`config.mk`:
```
export PLATFORM = sky130hd
export DESIGN_NAME = masked_accum_ctrl
export DESIGN_NICKNAME = d
export VERILOG_FILES = /design/src/rtl/masked_accum_ctrl.sv
export SDC_FILE = /design/constraint.sdc
export NUM_CORES = 1
export LEC_CHECK = 0
export ABC_AREA = 1
export BUFFER_PORTS_ARGS = -buffer_cell sky130_fd_sc_hd__buf_2
export CAP_MARGIN = 5
export CORE_AREA = 5 5 104 106
export CTS_CLUSTER_SIZE = 40
export DETAILED_ROUTE_END_ITERATION = 12
export DIE_AREA = 0 0 109 111
export PLACE_DENSITY_LB_ADDON = 0.25
export SYNTH_ARGS = -nofsm -noshare
export SYNTH_HDL_FRONTEND = slang
export SYNTH_SLANG_ARGS = --single-unit
export TNS_END_PERCENT = 50
```
`constraint.sdc`:
```
create_clock -name clk -period 1.55 [get_ports clk]
set_clock_uncertainty 0.1 [all_clocks]
set_input_delay 0.2325 -clock clk [delete_from_list [all_inputs] [get_ports clk]]
set_output_delay 0.2325 -clock clk [all_outputs]
set_load 0.02 [all_outputs]
```
`src/rtl/masked_accum_ctrl.sv`:
```
// masked_accum_ctrl: sequences masked beats into an external NUM-lane adder and accumulates its sums into one result.
// Ports: clk, rst (sync, active high); start/beats job request; busy;
//        in_valid/in_ready/in_mask/in_data beat input; adder_ctr/adder_data/adder_sum adder link;
//        out_valid/out_ready/out_sum result output; beats_left remaining beat count.
// Optional: define MASKED_ACCUM_SAT_EN to saturate the accumulation instead of wrapping.
module masked_accum_ctrl #(
    parameter int NUM      = 4,
    parameter int bitwidth = 16,
    parameter int CNT_W    = 8
) (
    input  logic                    clk,
    input  logic                    rst,
    input  logic                    start,
    input  logic [CNT_W-1:0]        beats,
    output logic                    busy,
    input  logic                    in_valid,
    output logic                    in_ready,
    input  logic [NUM-1:0]          in_mask,
    input  logic [NUM*bitwidth-1:0] in_data,
    output logic [NUM-1:0]          adder_ctr,
    output logic [NUM*bitwidth-1:0] adder_data,
    input  logic [bitwidth-1:0]     adder_sum,
    output logic                    out_valid,
    input  logic                    out_ready,
    output logic [bitwidth-1:0]     out_sum,
    output logic [CNT_W-1:0]        beats_left
);
    localparam logic [1:0] IDLE  = 2'd0;
    localparam logic [1:0] ACCUM = 2'd1;
    localparam logic [1:0] DONE  = 2'd2;
    logic [1:0]          state;
    logic [bitwidth-1:0] acc;
    logic [bitwidth-1:0] acc_next;
    logic                take;
    assign in_ready   = state == ACCUM;
    assign busy       = state != IDLE;
    assign take       = in_valid & in_ready;
    // lanes are only enabled on the cycle a beat is actually consumed
    assign adder_ctr  = in_mask & {NUM{take}};
    assign adder_data = in_data;
`ifdef MASKED_ACCUM_SAT_EN
    logic [bitwidth:0] wide;
    assign wide     = {1'b0, acc} + {1'b0, adder_sum};
    assign acc_next = wide[bitwidth] ? '1 : wide[bitwidth-1:0];
`else
    assign acc_next = acc + adder_sum;
`endif
    always_ff @(posedge clk) begin
        if (rst) begin
            state      <= IDLE;
            acc        <= '0;
            out_sum    <= '0;
            out_valid  <= 1'b0;
            beats_left <= '0;
        end else begin
            case (state)
                IDLE: if (start) begin
                    if (beats != '0) begin
                        acc        <= '0;
                        beats_left <= beats;
                        state      <= ACCUM;
                    end else begin
                        out_sum    <= '0;
                        out_valid  <= 1'b1;
                        state      <= DONE;
                    end
                end
                ACCUM: if (take) begin
                    acc        <= acc_next;
                    beats_left <= beats_left - 1'b1;
                    if (beats_left == CNT_W'(1)) begin
                        out_sum   <= acc_next;
                        out_valid <= 1'b1;
                        state     <= DONE;
                    end
                end
                DONE: if (out_ready) begin
                    out_valid <= 1'b0;
                    state     <= IDLE;
                end
                default: state <= IDLE;
            endcase
        end
    end
endmodule

```
## Yosys cells after proc, flatten, opt, wreduce, memory -nomap -nowiden

Index checks and enable logic that the tools add are counted.

| cells by class | value |
|---|---|
| reduce and logical (&&, ||, !) cells | 9 |
| add/subtract/negate cells | 2 |
| bitwise logic cells | 2 |
| equal/unequal tests | 9 |
| multiplexer cells | 25 |

Operator list:

| cell | count |
|---|---|
| 16-bit 2-to-1 mux | 7 |
| 16-bit case mux with 2 select lines | 2 |
| 8-bit 2-to-1 mux | 3 |
| 16-bit adder | 1 |
| 8-bit case mux with 2 select lines | 1 |
| 2-bit 2-to-1 mux | 5 |
| 8-bit by 1-bit equality test with 1-bit output (second input constant) | 1 |
| 2-bit != test (second input constant) | 4 |
| 4-bit AND reduction | 2 |
| 8-bit nonzero test | 1 |
| 8-bit by 1-bit subtractor with 8-bit output (second input constant) | 1 |
| 2-bit case mux with 3 select lines | 1 |
| 6-bit AND reduction | 1 |
| 1-bit 2-to-1 mux | 5 |
| 5-bit AND reduction | 1 |
| 4-bit bitwise AND | 1 |
| 2-bit by 1-bit != test with 1-bit output (second input constant) | 2 |
| 2-bit nonzero test | 2 |
| 1-bit case mux with 3 select lines | 1 |
| 3-bit nonzero test | 1 |
| 2-bit by 1-bit equality test with 1-bit output (second input constant) | 1 |
| 2-bit equality test (second input constant) | 1 |
| 2-bit logical NOT | 1 |
| 1-bit bitwise AND | 1 |

| storage, ports and cells | value |
|---|---|
| bits in registers | 43 |
| word-level logic and storage cells | 52 |
| input bits | 97 |
| output and inout port bits | 95 |

## Depth between registers and ports, before layout

| logic depth | value |
|---|---|
| word-level depth | 4 |
| mapped depth | 11 |
| gate-level depth less buffers | 11 |

## Worst setup path before layout

OpenSTA, ideal clock, no wires.

| timing path | value |
|---|---|
| path kind | flip-flop to flip-flop |
| start | reg acc[2] |
| end | reg acc[7] |
| clock period less this slack | 1726 ps |
| required time | 1328 ps |
| data arrival time | 1504 ps |
| path buffers | 0 |
| path slack | -176 ps |
| setup time | 122 ps |
| stages on the path, launching flop included | 8 |
| cell sequence | dfxtp_1 > ha_1 > or2_2 > nand3_1 > nand2_1 > or2_2 > nand3_1 > a21oi_1 |

| on the way | value |
|---|---|
| longest elaborated chain between the ends | 3 |

RTL lines:

| item | line | RTL |
|---|---|---|
| from (decl) | 32 | `logic [bitwidth-1:0] acc;` |
| from (signal assigned) | 69 | `acc <= acc_next;` |
| 16-bit adder | 46 | `assign acc_next = acc + adder_sum;` |
| 16-bit 2-to-1 mux | 68 | `ACCUM: if (take) begin` |
| 16-bit case mux with 2 select lines | 56 | `case (state)` |

No other way between the ends. The select of a mux whose other input is x is not followed.
A chain may end at the register's enable or synchronous reset.

## Worst setup path after layout

| timing path | value |
|---|---|
| start | reg acc[0] |
| end | reg out_sum[12] |

| on the way | value |
|---|---|
| longest elaborated chain between the ends | 4 |

RTL lines:

| item | line | RTL |
|---|---|---|
| 16-bit adder | 46 |  |
| 16-bit 2-to-1 mux | 71 | `if (beats_left == CNT_W'(1)) begin` |
| 16-bit 2-to-1 mux | 68 |  |
| 16-bit case mux with 2 select lines | 56 |  |
| to (signal assigned) | 72 | `out_sum <= acc_next;` |
| to (decl) | 25 | `output logic [bitwidth-1:0] out_sum,` |

No other way between the ends. The select of a mux whose other input is x is not followed.

==> metrics list <==
* Outcome: complete, but fails checks
- Violations in the final reports: setup timing
- Critical Path Start Type: flop
- Final core utilization: 0.455
- The mapped netlist covers 3340 um2.
- The first global-routing pass estimated 15,600 um of wire.
* Required arrival time at the worst endpoint: 1.68 ns
* Post-synthesis area per instance: 6.56 um2
- After synthesis, the netlist uses 34 different library cells.
- RSZ-0062 raised after global routing: yes
- Router iterations before antenna repair: 8
* Data arrival time of the worst path: 1.88 ns
- In the final layout, the share of cells above drive strength 1 is 0.444.
- The die is 109 um wide.
* IO Port Bufs: 63
* Post-DR vias/cell: 4.76
- Placeable core region: 9680 um2
- For the finished layout, the period the worst path requires is 1.74 ns.
- The detail route stage leaves a number of antenna-violating nets equal to 0.
* Pin count of the biggest net entering global routing: 28
- Area of the die: 12,100 um2
* Number of antenna violations at the first check in global routing: 0
- In this run the static leakage power is 0.00211 uW.
- Clock latency on the worst-skew pair: 0.30 ns
- Via count: 3,270
* Category of cells accounting for the largest share of critical-path delay: simple AND/OR/NAND/NOR gates
- For this run, the total global-route usage over all layers was measured as 0.159.
* Initial core utilization: 0.345
* Final routed wire length divided by cell count: 14.3 um
* Sequential-to-total area share from yosys stat: 0.258
* Drt total wl: 9840 um
- Area delta synth->final: 31.8%
* Hold slack: 0.142 ns
* Final-layout fill cell count: 996
- Synthesized instance count: 509
* Most frequent cells in the layout: nand2_1 (83), buf_2 (58), inv_1 (57), buf_4 (49), nor2_1 (45)
* Y dimension of the die: 111 um
* Slew margin rel.: 0.792
* Overflow after GRT: 0
* Clock Tree Root: clkbuf_8
* Iteration-0 DRC Markers: 122
* EDFF count, synth: 0
- Number of endpoints with negative hold slack in the final report: 0
* Site Rows: 36
- In the post-route analysis, the smallest setup slack over all paths is -0.194 ns.
- Footprint of the flip-flops and latches: 885 um2
- Walking the worst path, the cells encountered are ha_4, inv_2, fa_2, inv_2, nand3_2, nand3_4, nand3_4, nand4_1, nand3_2, a21oi_2.
- Setup violations remaining at the end of the flow were counted as 27.
* Post-route clock period utilization: 1.13
* Slew Limit Fails: 0
* Number of synthesized register bits: 43
- Multi-input gate area in the final layout: 2240 um2
- CTS buffer count: 5
- Buffers & Inverters on Critical Path: 2
- TritonCTS clock tree: built
- Clock transition time at the flip-flop clock pins of the worst setup and hold paths: 0.09 ns
* Setup crit end kind: flop
- The via count of the first global-routing pass is 3,348.
- On the critical path, the stage with the largest delay is an instance of dfxtp_2.
* Number of non-filler instances in the completed layout: 687
- Fmax: 573 MHz
* FFs w/ async S/R, synth: 0
- Sinks on the clock net: 43
- For this run, the leading register cell type out of synthesis is dfxtp_1.
- 192 I/O pins were placed.
- In this run the worst hold path is classified as input pin to flop.
* Number of hold buffers added after CTS: 0
- The congestion estimate from routability-driven global placement came to 0.854.
* Fin nets: 668
- Maximum Capacitance Violations: 0
* Diodes inserted: 0
- Clock buffer depth: 2
* Maximum fanout count along the critical path: 4
- DRC violation count after routing: 0
- Worst slack, placed: -0.224 ns
- Warnings from Yosys: 0
* Net count after synthesis: 624
* Setup Crit Path Kind: flop to flop
- Cell Pwr Density: 1860 nW/um2
- The worst-case IR drop observed on VDD is 1.06 mV.
- HPWL Detailed: 6910 um
- Once placement completed, the tool counted placed cells totaling 674.
- Slew at the pin with the worst max-slew slack: 0.311 ns
- Most common cell after layout, fill and taps aside: nand2_1
- The H-tree was split into 2 levels.
- After routing, the total negative slack on setup checks comes to -2.13 ns.
- Highest cell delay on the worst timing path: 0.36 ns
repair_timing:
item / in CTS / in global routing
pin swaps: 23 / 22
endpoints found under the setup margin: 36 / 45
gates resized for setup: 62 / 59
gates cloned: 1 / 1
setup buffers: 4 / 0
endpoints found under the hold margin: 0 / 0
cells in the mapped netlist (4+ instances only):
master | number | area [um2]
buf_4 | 65 | 488
nor2_1 | 54 | 203
ha_1 | 17 | 213
dfxtp_1 | 43 | 861
nand2_1 | 106 | 398
o21ai_1 | 11 | 55.1
nand4_1 | 4 | 25.0
o21ai_0 | 31 | 155
nand3_1 | 30 | 150
nor3_1 | 5 | 25.0
a21oi_1 | 40 | 200
inv_1 | 63 | 236
worst register-to-register path, stage by stage, from the launching register on:
cell and delay, ns:
dfxtp_2 0.36, ha_4 0.13, inv_2 0.03, fa_2 0.33, inv_2 0.10, nand3_2 0.09
nand3_4 0.11, nand3_4 0.08, nand4_1 0.11, nand3_2 0.11, a21oi_2 0.13
path summary, 6_finish.rpt:
check                           startpoint     endpoint  slack [ns]  depth (start not counted)
worst min-delay path             out_ready     state[1]        0.14                          4
worst min register to register   out_valid    out_valid        0.39                          2
worst max-delay path                acc[0]  out_sum[12]       -0.19                         10
worst max register to register      acc[0]  out_sum[12]       -0.19                         10
layout make-up:
cell class,instances,share of cell area
inverters,67,0.0594
repair buffers,113,0.174
clock inverters,2,0.00284
flip-flops and latches,43,0.201
multi-input cells,323,0.509
clock buffers,6,0.0165
well taps,133,0.0378
power by group:
part / switching, uW / internal (uW)
clock: 440 / 317
sequential: 324 / 1570
combinational: 3260 / 2300
total: 4020 / 4190
sequential cells by signal, indices dropped and copies added (netlist names):
signal	count
out_sum	16
acc	16
beats_left	8
out_valid	1
state	2
through the flow:
stage	cell area [um2]	total power, uW
final	4400	8210
after global routing	4400	8880
after floorplan	3460	5070
after detailed placement	3730	6380
after global placement	3730	6340
after CTS	4180	7770
layer usage:
| metal | share of wire | track usage | vias to the layer above | wire length (um) |
|---|---|---|---|---|
| li1 | - | - | 1648 | - |
| met1 | 0.44 | 0.201 | 1508 | 4330 |
| met2 | 0.50 | 0.272 | 94 | 4890 |
| met3 | 0.049 | 0.0344 | 20 | 481 |
| met4 | 0.014 | 0.0379 | 0 | 142 |
| met5 | 0 | 0 | - | 0 |
cells by family (layout without fill, tap and decap cells):
kind of cell,count (synthesis),in the layout,share of synthesized area
flip-flops,43,43,0.258
XOR/XNOR,5,5,0.0131
AND/OR/NAND/NOR,211,211,0.269
adder cells (fa/ha/maj),18,18,0.0697
AO/OA/AOI/OAI,88,88,0.142
multiplexers,1,1,0.00300
buffers and inverters,143,188,0.246
No activity file was read; power rests on OpenSTA's default activity.
